## src/rtl/me_mv_engine.sv

```systemverilog
// Motion-estimation block sequencer: fetch, SAD search, MV emit.
// Optional zero-MV bias selected by defining ME_ZERO_BIAS_EN.
module me_mv_engine #(
  parameter int SAD_W           = 14,
  parameter int SR_W            = 16,
  parameter int SR_H            = 16,
  parameter int MV_W            = 6,
  parameter int BLOCKS_PER_LINE = 482,
  parameter int LINES_PER_FRAME = 270,
  parameter int CUR_BEATS       = 16,
  parameter int ZERO_BIAS       = 64
) (
  input  logic             clk_i,
  input  logic             rst_n_i,
  input  logic             start_i,
  output logic             need_cur_o,
  input  logic             cur_valid_i,
  output logic             need_ref_o,
  input  logic             sad_valid_i,
  input  logic [SAD_W-1:0] sad_i,
  output logic             mv_valid_o,
  input  logic             mv_ready_i,
  output logic [MV_W-1:0]  mv_x_o,
  output logic [MV_W-1:0]  mv_y_o,
  output logic [SAD_W-1:0] mv_sad_o,
  output logic [15:0]      blk_x_o,
  output logic [15:0]      blk_y_o,
  output logic             busy_o,
  output logic             frame_done_o,
  output logic             sad_drop_o
);

  localparam int BW = $clog2(CUR_BEATS + 1);
  localparam int XW = (SR_W > 1) ? $clog2(SR_W) : 1;
  localparam int YW = (SR_H > 1) ? $clog2(SR_H) : 1;

`ifdef ME_ZERO_BIAS_EN
  localparam bit BIAS_EN = 1'b1;
`else
  localparam bit BIAS_EN = 1'b0;
`endif

  localparam logic [SAD_W-1:0] BIAS = SAD_W'(ZERO_BIAS);

  typedef enum logic [1:0] {
    IDLE,
    LOAD,
    SEARCH,
    EMIT
  } state_t;

  state_t state;

  logic [BW-1:0]    beat_cnt;
  logic [XW-1:0]    cx;
  logic [YW-1:0]    cy;
  logic [SAD_W-1:0] best_cmp;
  logic [SAD_W-1:0] best_sad;
  logic [MV_W-1:0]  best_x;
  logic [MV_W-1:0]  best_y;

  logic             zero_cand;
  logic [SAD_W-1:0] cmp_val;
  logic             better;
  logic             last_cand;
  logic             last_blk;
  logic             last_beat;
  logic [MV_W-1:0]  cand_x;
  logic [MV_W-1:0]  cand_y;

  assign zero_cand = (cx == XW'(SR_W / 2)) && (cy == YW'(SR_H / 2));
  assign cand_x    = MV_W'(cx) - MV_W'(SR_W / 2);
  assign cand_y    = MV_W'(cy) - MV_W'(SR_H / 2);
  assign last_cand = (cx == XW'(SR_W - 1)) && (cy == YW'(SR_H - 1));
  assign last_beat = (beat_cnt == BW'(CUR_BEATS - 1));
  assign last_blk  = (blk_x_o == 16'(BLOCKS_PER_LINE - 1)) &&
                     (blk_y_o == 16'(LINES_PER_FRAME - 1));

  // Biased value only steers selection; the stored SAD stays raw.
  always_comb begin
    cmp_val = sad_i;
    if (BIAS_EN && zero_cand) begin
      cmp_val = (sad_i > BIAS) ? (sad_i - BIAS) : '0;
    end
  end

  assign better = sad_valid_i && (cmp_val < best_cmp);

  always_ff @(posedge clk_i or negedge rst_n_i) begin
    if (!rst_n_i) begin
      state        <= IDLE;
      beat_cnt     <= '0;
      cx           <= '0;
      cy           <= '0;
      best_cmp     <= '1;
      best_sad     <= '0;
      best_x       <= '0;
      best_y       <= '0;
      need_cur_o   <= 1'b0;
      need_ref_o   <= 1'b0;
      mv_valid_o   <= 1'b0;
      mv_x_o       <= '0;
      mv_y_o       <= '0;
      mv_sad_o     <= '0;
      blk_x_o      <= '0;
      blk_y_o      <= '0;
      busy_o       <= 1'b0;
      frame_done_o <= 1'b0;
      sad_drop_o   <= 1'b0;
    end else begin
      frame_done_o <= 1'b0;
      if (sad_valid_i && state != SEARCH) begin
        sad_drop_o <= 1'b1;
      end
      unique case (state)
        IDLE: begin
          if (start_i) begin
            state      <= LOAD;
            blk_x_o    <= '0;
            blk_y_o    <= '0;
            sad_drop_o <= sad_valid_i;
            need_cur_o <= 1'b1;
            need_ref_o <= 1'b1;
            busy_o     <= 1'b1;
            beat_cnt   <= '0;
          end
        end
        LOAD: begin
          best_cmp <= '1;
          cx       <= '0;
          cy       <= '0;
          if (cur_valid_i) begin
            beat_cnt <= beat_cnt + BW'(1);
            if (last_beat) begin
              state      <= SEARCH;
              need_cur_o <= 1'b0;
            end
          end
        end
        SEARCH: begin
          if (sad_valid_i) begin
            if (better) begin
              best_cmp <= cmp_val;
              best_sad <= sad_i;
              best_x   <= cand_x;
              best_y   <= cand_y;
            end
            if (cx == XW'(SR_W - 1)) begin
              cx <= '0;
              cy <= cy + YW'(1);
            end else begin
              cx <= cx + XW'(1);
            end
            if (last_cand) begin
              state      <= EMIT;
              need_ref_o <= 1'b0;
              mv_valid_o <= 1'b1;
              mv_x_o     <= better ? cand_x : best_x;
              mv_y_o     <= better ? cand_y : best_y;
              mv_sad_o   <= better ? sad_i : best_sad;
            end
          end
        end
        EMIT: begin
          if (mv_ready_i) begin
            mv_valid_o <= 1'b0;
            if (last_blk) begin
              state        <= IDLE;
              blk_x_o      <= '0;
              blk_y_o      <= '0;
              busy_o       <= 1'b0;
              frame_done_o <= 1'b1;
            end else begin
              state      <= LOAD;
              need_cur_o <= 1'b1;
              need_ref_o <= 1'b1;
              beat_cnt   <= '0;
              if (blk_x_o == 16'(BLOCKS_PER_LINE - 1)) begin
                blk_x_o <= '0;
                blk_y_o <= blk_y_o + 16'd1;
              end else begin
                blk_x_o <= blk_x_o + 16'd1;
              end
            end
          end
        end
        default: state <= IDLE;
      endcase
    end
  end

endmodule

```

## config.mk

```make
export PLATFORM = sky130hd
export DESIGN_NAME = me_mv_engine
export DESIGN_NICKNAME = d
export VERILOG_FILES = /design/src/rtl/me_mv_engine.sv
export SDC_FILE = /design/constraint.sdc
export NUM_CORES = 1
export LEC_CHECK = 0
export BUFFER_PORTS_ARGS = -buffer_cell sky130_fd_sc_hd__buf_2
export CAP_MARGIN = 25
export CORE_MARGIN = 2
export CORE_UTILIZATION = 50
export CTS_CLUSTER_DIAMETER = 50
export DETAILED_ROUTE_END_ITERATION = 10
export PLACE_DENSITY = 0.76
export SYNTH_ARGS = -nofsm -noshare
export SYNTH_HDL_FRONTEND = slang
export SYNTH_SLANG_ARGS = --single-unit
export TNS_END_PERCENT = 1
```

## constraint.sdc

```tcl
create_clock -name clk_i -period 2.5 [get_ports clk_i]
set_input_delay 0.125 -clock clk_i [delete_from_list [all_inputs] [get_ports clk_i]]
set_output_delay 0.125 -clock clk_i [all_outputs]
set_load 0.01 [all_outputs]
```

==> out/metrics.sh, run 1 <==
VIAS_IN_THE_FIRST_GLOBAL_ROUTE=4655
SYN_AREA_UM2=5910
GRT_UTIL_MET1_PCT=27.7
MIN-DELAY-START='start_i'
SYNTH_TOP_FLOP_CELL='sky130_fd_sc_hd__dfrtp_1'
NETS=729
OUTCOME='finished, final reports clean'
FRACTION_OF_FINAL_LAYOUT_CELLS_WITH_DRIVE_STRENGTH_GREATER_THAN_1_PCT=26.9
WORST_SKEW_PAIR.LATE_LATENCY_NS=0.42
STARTPOINT_TYPE='register'
DIE_HEIGHT_UM=113
FINAL_CORE_UTILIZATION_PCT=64.5
WORST_R2R_STARTPOINT='best_cmp[7]'
TOTAL_POWER_CONSUMPTION_OF_THE_ROUTED_DESIGN_mW=7.20
ANTENNA_LEFT=0
DRT-TOTAL-WL_UM=12800
CRIT-REG2REG-CAPTURE='best_sad[11]'
MET3_USAGE_PCT=6.00
TIMING.FINAL.CRIT_PERIOD_NS=2.39
END_KIND='register'
R2R_SLACK_NS=0.11
POWER_DENSITY_nW_PER_UM2=975
TIMING.MAX_CAP.VIOLATIONS=0
DRC=0
FINAL_CELL_MIX='104 x sky130_fd_sc_hd__dfrtp_1, 82 x sky130_fd_sc_hd__buf_2, 58 x sky130_fd_sc_hd__nor2_1'
GRT_ANTENNA_BEFORE_REPAIR=0
POST-ROUTE-PERIOD-UTIL_PCT=95.5
YS_WARN_COUNT=0
IR_WORST_VDD_V=0.000623
CORE_REGION_AREA_UM2=11500
CLK_PIN_SLEW_WORST_PATHS_NS=0.06
INSERTEDDIODECOUNT=0
OVERFLOW=0
PORT_BUFFERS=83
ASYNC_RESET_FF_SHARE_PCT=100
WORSTPATHARRIVAL_NS=2.69
SLEW_VIOL_FINAL=0
DRT_FIRST_PASS_ITERS=4
ROUTE.DETAILED.VIAS_PER_INST=5.45
CLOCK_PATH_BUFFERS=2
SYNTH_EDF_COUNT=0
WORST_R2R_PATH_DEPTH=8
SYNTH_SEQ_CELLS=119
YOSYSUNIQUECELLTYPES=54
SYN-NUM-NETS=616
POSTCTSSETUPREPAIRBUFS=0
CTS_INSERTED_BUFFERS=17
P_LEAK_nW=3.75
DIEAREA_UM2=12700
GRT_PASS1_WL_UM=21800
MOST_COMMON_CELL_AFTER_LAYOUT_FILL_AND_TAPS_ASIDE='sky130_fd_sc_hd__dfrtp_1'
TIMING.MAX_SLEW.REL_SLACK_PCT=57.6
CP_MAX_FO=41
POST_SYNTHESIS_CELLS=569
FMAX_MHz=419
TRITONCTS='done'
WORST-SLEW-PIN-TRANSITION_NS=0.636
PLACE.DETAILED.HPWL_UM=8850
CHIPWIDTH_UM=113
SYNTH_AREA_LEADERS='sky130_fd_sc_hd__dfrtp_1 44%, sky130_fd_sc_hd__dfstp_2 6.2%, sky130_fd_sc_hd__ha_1 5.7%, sky130_fd_sc_hd__nor2_1 3.7%, sky130_fd_sc_hd__mux2i_1 3.7%'
FIN_TNS_SETUP_NS=0
CELL_TAKING_THE_MOST_AREA_AFTER_SYNTHESIS='sky130_fd_sc_hd__dfrtp_1'
STDCELL_AREA_UM2=7390
WORST_CLOCK_SKEW_NS=0.00638
CTS_MAX_LEVEL=4
PLACEMENT_ROWS=39
CLKSINKCOUNT=119
AREAGROWTHSYNTHTOFINISH_PCT=25.0
START_UTIL_PCT=51.6
GROUTE.LAYER.MET2.USAGE_PCT=34.5
FIRST_ITER_VIOLATIONS=185
LARGEST_NET_DEGREE_AT_THE_START_OF_GLOBAL_ROUTING=54
RSZ0062_AT_GRT='false'
SYN-MEAN-INSTANCE-AREA_UM2=10.4
HOLD_DEPTH=3
WORSTSETUPPATHTYPE='reg -> reg'
DPL_CELL_AREA_UM2=6610
CP.REQUIRED_NS=2.80
TIMING.HOLD.WORST.CLASS='in -> reg'
MIN_TO='busy_o'
YOSYSSEQAREASHARE_PCT=50.6
GP_CONGESTION=0.826
GRT_USE_TOTAL_PCT=21.3
GRT_MOST_USED_LAYER='met2'
IOPINCOUNT=84
ROUTE.DETAILED.WL_PER_INST_UM=15.3
REPORT.FINAL.HOLD_VIOL_COUNT=0
FINALSETUPVIOLCOUNT=0
YOSYS.AREA.TOP_TYPE_SHARE_PCT=44.4
CLOCKROOTBUFFER='sky130_fd_sc_hd__clkbuf_16'
ROUTED-VIA-COUNT=4568
[state kept, by name, indices dropped and copies added (netlist names), 2 cells and up]
register,cells
best_sad,14
cy,4
best_x,6
cx,4
best_cmp,14
mv_sad_o,14
beat_cnt,5
blk_x_o,16
blk_y_o,16
mv_y_o,6
mv_x_o,6
best_y,6
state,2
[metal layers]
layer	vias to the layer above	part of all wire, %
met3	17	5.4
met4	0	1.2
li1	2221	-
met5	-	0
met2	117	48
met1	2213	45
[worst max path at each step]
stage,start,end,cells past startpoint
4_1_cts,best_cmp[7],best_sad[11],8
3_3_place_gp,best_cmp[7],best_sad[12],8
2_1_floorplan,best_cmp[7],best_sad[11],9
3_5_place_dp,best_cmp[7],best_sad[12],8
6_report,best_cmp[7],best_sad[11],8
5_1_grt,best_cmp[7],best_sad[11],8
[synthesized netlist by cell type, types with 3 or more instances]
library cell and count:
sky130_fd_sc_hd__o31ai_1 5, sky130_fd_sc_hd__nor2_2 6, sky130_fd_sc_hd__nand2_1 55, sky130_fd_sc_hd__mux2_2 18, sky130_fd_sc_hd__nor2_1 59, sky130_fd_sc_hd__o31a_1 14, sky130_fd_sc_hd__mux2i_1 22, sky130_fd_sc_hd__a21o_1 9
sky130_fd_sc_hd__a22o_1 4, sky130_fd_sc_hd__dfrtp_1 105, sky130_fd_sc_hd__nand4_1 13, sky130_fd_sc_hd__xor2_1 22, sky130_fd_sc_hd__nand2b_1 5, sky130_fd_sc_hd__ha_1 27, sky130_fd_sc_hd__a21oi_1 30, sky130_fd_sc_hd__nor4_1 3
sky130_fd_sc_hd__inv_1 24, sky130_fd_sc_hd__mux2_1 3, sky130_fd_sc_hd__dfstp_2 14, sky130_fd_sc_hd__buf_2 12, sky130_fd_sc_hd__nand3_1 31, sky130_fd_sc_hd__clkbuf_1 11, sky130_fd_sc_hd__o21ai_0 21, sky130_fd_sc_hd__and3_1 13
sky130_fd_sc_hd__xnor2_1 4
[per-stage QoR]
step | hold slack, ns | setup WS (ns) | instances
floorplan | -0.171 | 0.131 | 569
finish | 0.0867 | 0.113 | 838
detailed placement | 0.184 | 0.0482 | 790
CTS | 0.0555 | 0.0417 | 838
global placement | 0.169 | 0.126 | 790
global route | 0.0927 | 0.0267 | 838
[kinds of logic after synthesis]
logic type      after synthesis  synth area share [%]
mux                          43                  7.72
buf+inv                      49                  3.36
compound gates               98                  10.8
fa+ha+maj                    27                  5.71
xor+xnor                     26                  3.85
flops                       119                  50.6
simple gates                207                  17.9
[layout make-up]
class                      instances  area [µm²]
clock inverter                    15         180
inverter                          24        90.1
clock buffer                      17         425
sequential                       119        3000
timing repair buffer             119         766
fill                             906        4080
tap                              143         179
multi-input combinational        401        2760
[report_power, final]
group / leakage, nW / total [mW] / internal (mW) / switching (mW)
clock network: 0.289 / 2.48 / 1.57 / 0.910
logic: 1.92 / 2.14 / 0.930 / 1.21
registers: 1.54 / 2.59 / 2.35 / 0.235
[what timing repair did]
item | 4_1_cts | 5_1_grt
endpoints found under the setup margin | 0 | 45
hold buffers | 16 | 0
endpoints found under the hold margin | 63 | 0
gates resized for setup | 0 | 4
[critical path, cell delays in order, from the launching register on]
cell                        delay [ns]
sky130_fd_sc_hd__dfstp_2          0.51
sky130_fd_sc_hd__inv_1            0.04
sky130_fd_sc_hd__ha_1             0.29
sky130_fd_sc_hd__a21o_1           0.17
sky130_fd_sc_hd__a221o_1          0.33
sky130_fd_sc_hd__a21oi_2          0.21
sky130_fd_sc_hd__o2111ai_4        0.17
sky130_fd_sc_hd__buf_12           0.21
sky130_fd_sc_hd__mux2_1           0.32
No activity file was read; power rests on OpenSTA's default activity.
==> run 2: changes to the inputs <==
PLACE_DENSITY = 0.82   (was 0.76)
==> out/metrics.sh, run 2 (synthesis results as in run 1) <==
OUTCOME='finished, final reports clean'
FMAX_MHz=419
DIEAREA_UM2=12700
FRACTION_OF_FINAL_LAYOUT_CELLS_WITH_DRIVE_STRENGTH_GREATER_THAN_1_PCT=26.7
P_LEAK_nW=3.73
WORSTPATHARRIVAL_NS=2.68
FIN_WORST_HOLD_SLACK_NS=0.0218
CLKSINKCOUNT=119
WORST_CLOCK_SKEW_NS=0.00680
SWITCHING_POWER_mW=2.37
ANTENNA_LEFT=0
ROUTE.DETAILED.WL_PER_INST_UM=16.1
FINALSETUPVIOLCOUNT=0
PORT_BUFFERS=83
POWER_DENSITY_nW_PER_UM2=989
AREAGROWTHSYNTHTOFINISH_PCT=24.2
NETS=724
FINAL_CELL_MIX='104 x sky130_fd_sc_hd__dfrtp_1, 82 x sky130_fd_sc_hd__buf_2, 57 x sky130_fd_sc_hd__nor2_1'
CP_MAX_FO=41
CTS_MAX_LEVEL=4
CHIPWIDTH_UM=113
GRT_PASS1_WL_UM=22600
WORSTSETUPPATHTYPE='reg -> reg'
GRT_ANTENNA_BEFORE_REPAIR=0
CLK_PIN_SLEW_WORST_PATHS_NS=0.06
GP_CONGESTION=0.841
DRT-TOTAL-WL_UM=13400
TIMING.FINAL.CRIT_PERIOD_NS=2.38
ROUTED-VIA-COUNT=4711
POSTCTSSETUPREPAIRBUFS=0
POWER.SWITCHING_FRACTION_PCT=32.6
CP.REQUIRED_NS=2.79
LARGEST_NET_DEGREE_AT_THE_START_OF_GLOBAL_ROUTING=61
IOPINCOUNT=84
STDCELL_AREA_UM2=7350
SLEW_VIOL_FINAL=0
LARGEST_REGISTERS='blk_x_o x16, blk_y_o x16'
SEQ_POWER_SHARE_PCT=35.7
CORE_REGION_AREA_UM2=11500
ROUTE.DETAILED.VIAS_PER_INST=5.66
CLOCK_POWER_SHARE_PCT=34.3
COMBINATIONAL_CELL_FRACTION_OF_TOTAL_POWER_PCT=30.0
GRT_USE_TOTAL_PCT=22.2
DRC=0
CTS_INSERTED_BUFFERS=17
TIMING.MAX_SLEW.REL_SLACK_PCT=48.7
VIAS_IN_THE_FIRST_GLOBAL_ROUTE=4785
DRT_FIRST_PASS_ITERS=4
TIMING.HOLD.WORST.CLASS='in -> reg'
CLOCK_PATH_BUFFERS=2
DPL_CELL_AREA_UM2=6590
WORST-SLEW-PIN-TRANSITION_NS=0.769
END_KIND='register'
IR_WORST_VDD_V=0.000659
TRITONCTS='done'
STARTPOINT_TYPE='register'
OVERFLOW=0
WORST_SKEW_PAIR.LATE_LATENCY_NS=0.41
REPORT.FINAL.HOLD_VIOL_COUNT=0
TIMING.MAX_CAP.VIOLATIONS=0
PLACEMENT_ROWS=39
DIE_HEIGHT_UM=113
INTERNAL_POWER_mW=4.90
CLOCKROOTBUFFER='sky130_fd_sc_hd__clkbuf_16'
FIRST_ITER_VIOLATIONS=280
PLACE.DETAILED.HPWL_UM=9000
START_UTIL_PCT=51.6
MOST_COMMON_CELL_AFTER_LAYOUT_FILL_AND_TAPS_ASIDE='sky130_fd_sc_hd__dfrtp_1'
INSERTEDDIODECOUNT=0
POST-ROUTE-PERIOD-UTIL_PCT=95.4
RSZ0062_AT_GRT='true'
R2R_SLACK_NS=0.12
[run 2: changes by cell type in the layout (fill, tap and decap cells not counted), sizes merged]
| cell | delta |
|---|---|
| clkinv | -4 |
| buf | -2 |
| dlygate4sd3 | -3 |
| clkbuf | +4 |
[run 2: what timing repair did]
item                                    CTS  global route
hold buffers                             13             0
endpoints found under the setup margin    0            57
endpoints found under the hold margin    65             0
gates resized for setup                   0             6
[run 2: worst max-delay path, cell delays in order (launching register included)]
cell	delay (ns)
sky130_fd_sc_hd__dfstp_2	0.51
sky130_fd_sc_hd__inv_1	0.05
sky130_fd_sc_hd__ha_1	0.28
sky130_fd_sc_hd__a21o_1	0.17
sky130_fd_sc_hd__a221o_1	0.33
sky130_fd_sc_hd__a21oi_2	0.21
sky130_fd_sc_hd__o2111ai_4	0.15
sky130_fd_sc_hd__buf_12	0.22
sky130_fd_sc_hd__mux2_1	0.33
[run 2: final cells by class]
class / instances / area (µm²)
fill: 854 / 4120
sequential: 119 / 3000
multi-input combinational: 401 / 2750
timing repair buffer: 114 / 721
clock buffer: 21 / 460
tap: 143 / 179
clock inverter: 11 / 149
inverter: 24 / 90.1
[run 2: per-layer routing]
metal  global-route usage, %  wire [µm]  vias to the layer above
li1                        -          -                     2216
met1                    27.2       5730                     2347
met2                    37.3       6770                      127
met3                    6.32        739                       21
met4                    8.62        208                        0
met5                       0          0                        -
[run 2: final timing paths]
kind,from,end,cells past startpoint
max,best_cmp[7],best_sad[12],8
min,sad_i[9],best_cmp[9],2
max reg2reg,best_cmp[7],best_sad[12],8
min reg2reg,mv_y_o[3],mv_y_o[3],2
max in group asynchronous,rst_n_i,mv_y_o[5],3
min in group asynchronous,rst_n_i,mv_sad_o[11],2
[run 2: metrics by stage]
stage	setup TNS (ns)	cells	worst slack [ns]	total power, mW	utilization [%]
floorplan	0	569	0.131	4.05	-
global placement	0	788	0.120	4.59	57.5
detailed placement	0	788	0.0516	4.73	57.5
CTS	0	833	0.0257	7.29	63.9
global route	-0.0252	833	-0.0252	7.67	64.1
finish	0	833	0.116	7.27	64.1
[run 2: power by group through the flow]
stage	combinational, mW	sequential [mW]	clock, mW
final	2.18	2.60	2.49
after global placement	2.01	2.59	0
after global routing	2.41	2.64	2.62
after CTS	2.17	2.59	2.54
after detailed placement	2.11	2.62	0
after floorplan	1.48	2.57	0
==> run 3: changes to the inputs <==
PLACE_DENSITY = 0.79   (was 0.82)
clock period = 2.65 ns   (was 2.5 ns; I/O delays follow)
==> out/metrics.sh, run 3 (synthesis results as in run 1) <==
FINAL_CELL_MIX='105 x sky130_fd_sc_hd__dfrtp_1, 82 x sky130_fd_sc_hd__buf_2, 59 x sky130_fd_sc_hd__nor2_1'
FRACTION_OF_FINAL_LAYOUT_CELLS_WITH_DRIVE_STRENGTH_GREATER_THAN_1_PCT=26.2
MOST_COMMON_CELL_AFTER_LAYOUT_FILL_AND_TAPS_ASIDE='sky130_fd_sc_hd__dfrtp_1'
FIN_WORST_HOLD_SLACK_NS=0.00610
POST-ROUTE-PERIOD-UTIL_PCT=93.7
OVERFLOW=0
MIN_TO='best_cmp[1]'
CTS_MAX_LEVEL=4
DPL_CELL_AREA_UM2=6570
OUTCOME='finished, final reports clean'
MIN-DELAY-START='sad_i[1]'
DIE_HEIGHT_UM=113
LARGEST_NET_DEGREE_AT_THE_START_OF_GLOBAL_ROUTING=63
FINAL_CORE_UTILIZATION_PCT=62.8
CLOCK_PATH_BUFFERS=2
RSZ0062_AT_GRT='false'
INSERTEDDIODECOUNT=0
PLACEMENT_ROWS=39
DRC=0
CRIT-REG2REG-CAPTURE='best_sad[12]'
END_KIND='register'
CP_MAX_FO=26
CHIPWIDTH_UM=113
STARTPOINT_TYPE='register'
CLOCKROOTBUFFER='sky130_fd_sc_hd__clkbuf_16'
CTS_INSERTED_BUFFERS=17
WORSTPATHARRIVAL_NS=2.77
START_UTIL_PCT=51.6
LAYOUT.FILLER_CELLS=908
WORST_R2R_PATH_DEPTH=8
GP_CONGESTION=0.832
GRT_USE_TOTAL_PCT=22.1
ROUTE.DETAILED.WL_PER_INST_UM=16.0
TIMING.HOLD.WORST.CLASS='in -> reg'
PORT_BUFFERS=83
VIAS_IN_THE_FIRST_GLOBAL_ROUTE=4777
WORST_PATH_SETUP_SLACK_AFTER_ROUTING_NS=0.166
REPORT.FINAL.HOLD_VIOL_COUNT=0
PLACE.DETAILED.HPWL_UM=8850
TIMING.MAX_CAP.VIOLATIONS=0
FINALSETUPVIOLCOUNT=0
CORE_REGION_AREA_UM2=11500
WORSTSETUPPATHTYPE='reg -> reg'
WORST-SLEW-PIN-TRANSITION_NS=0.618
GRT_ANTENNA_BEFORE_REPAIR=0
DIEAREA_UM2=12700
WORST_SKEW_PAIR.LATE_LATENCY_NS=0.42
MULTI_INPUT_COMB_AREA_UM2=2750
HOLD_DEPTH=2
LARGEST_REGISTERS='blk_x_o x16, blk_y_o x16'
IR_WORST_VDD_V=0.000912
TRITONCTS='done'
IOPINCOUNT=84
DRT-TOTAL-WL_UM=13200
NETS=714
ROUTED-VIA-COUNT=4605
POWER_DENSITY_nW_PER_UM2=911
TIMING.FINAL.CRIT_PERIOD_NS=2.48
CP.REQUIRED_NS=2.94
WORST_R2R_STARTPOINT='best_cmp[9]'
GRT_PASS1_WL_UM=22500
STDCELL_AREA_UM2=7200
WORST_CLOCK_SKEW_NS=0.00908
CLKSINKCOUNT=119
ROUTE.DETAILED.VIAS_PER_INST=5.60
DRT_FIRST_PASS_ITERS=4
AREAGROWTHSYNTHTOFINISH_PCT=21.8
DPL_WORST_SLACK_NS=0.137
P_LEAK_nW=3.66
FMAX_MHz=403
TIMING.MAX_SLEW.REL_SLACK_PCT=57.7
CLK_PIN_SLEW_WORST_PATHS_NS=0.06
AREA.SEQUENTIAL_UM2=3000
R2R_SLACK_NS=0.17
FIN_TNS_SETUP_NS=0
ANTENNA_LEFT=0
FIRST_ITER_VIOLATIONS=213
SLEW_VIOL_FINAL=0
## run 3: routing by layer
metal	GRT usage (%)	vias up	part of all wire, %
li1	-	2190	-
met1	26.6	2275	43
met2	38.0	118	50
met3	6.96	22	5.8
met4	7.24	0	1.5
met5	0	-	0
## run 3: how the worst max path moves through the flow
stage,from,to,slack (ns),cells past startpoint
finish,best_cmp[9],best_sad[12],0.17,8
detailed placement,best_cmp[9],best_sad[12],0.14,8
floorplan,best_cmp[7],best_sad[11],0.28,9
global route,best_cmp[13],best_x[2],0.04,8
global placement,best_cmp[7],best_sad[12],0.23,8
CTS,best_cmp[9],best_sad[12],0.12,8
## run 3: where the power goes
part           internal (mW)  total, mW  switching (mW)
logic                  0.813       1.96            1.15
registers               2.22       2.44           0.227
clock network           1.28       2.15           0.877
total                   4.31       6.56            2.25
## run 3: metrics by stage
stage / cells / total power [mW]
3_3_place_gp: 784 / 4.27
5_1_grt: 823 / 6.93
6_report: 823 / 6.56
4_1_cts: 823 / 6.59
3_5_place_dp: 784 / 4.39
2_1_floorplan: 569 / 3.82
## run 3: timing repair
action                     4_1_cts  5_1_grt
hold buffers                     7        0
buffers inserted                 0        0
resized for setup                0        1
setup endpoints to repair        0        4
hold endpoints to repair        38        0
## run 3: final cells by class
class | instances | area share, %
flip-flops and latches | 119 | 41.6
multi-input cells | 401 | 38.1
clock inverters | 12 | 1.30
well taps | 143 | 2.48
inverters | 24 | 1.25
clock buffers | 20 | 6.48
repair buffers | 104 | 8.76
## run 3: worst max-delay path, cell delays in order, from the launching register on
cell and delay [ns]:
sky130_fd_sc_hd__dfstp_2 0.52, sky130_fd_sc_hd__inv_1 0.05, sky130_fd_sc_hd__ha_1 0.29, sky130_fd_sc_hd__and2_0 0.21, sky130_fd_sc_hd__a221o_1 0.32, sky130_fd_sc_hd__a21oi_2 0.22, sky130_fd_sc_hd__o2111ai_4 0.15, sky130_fd_sc_hd__buf_4 0.25
sky130_fd_sc_hd__mux2_1 0.34
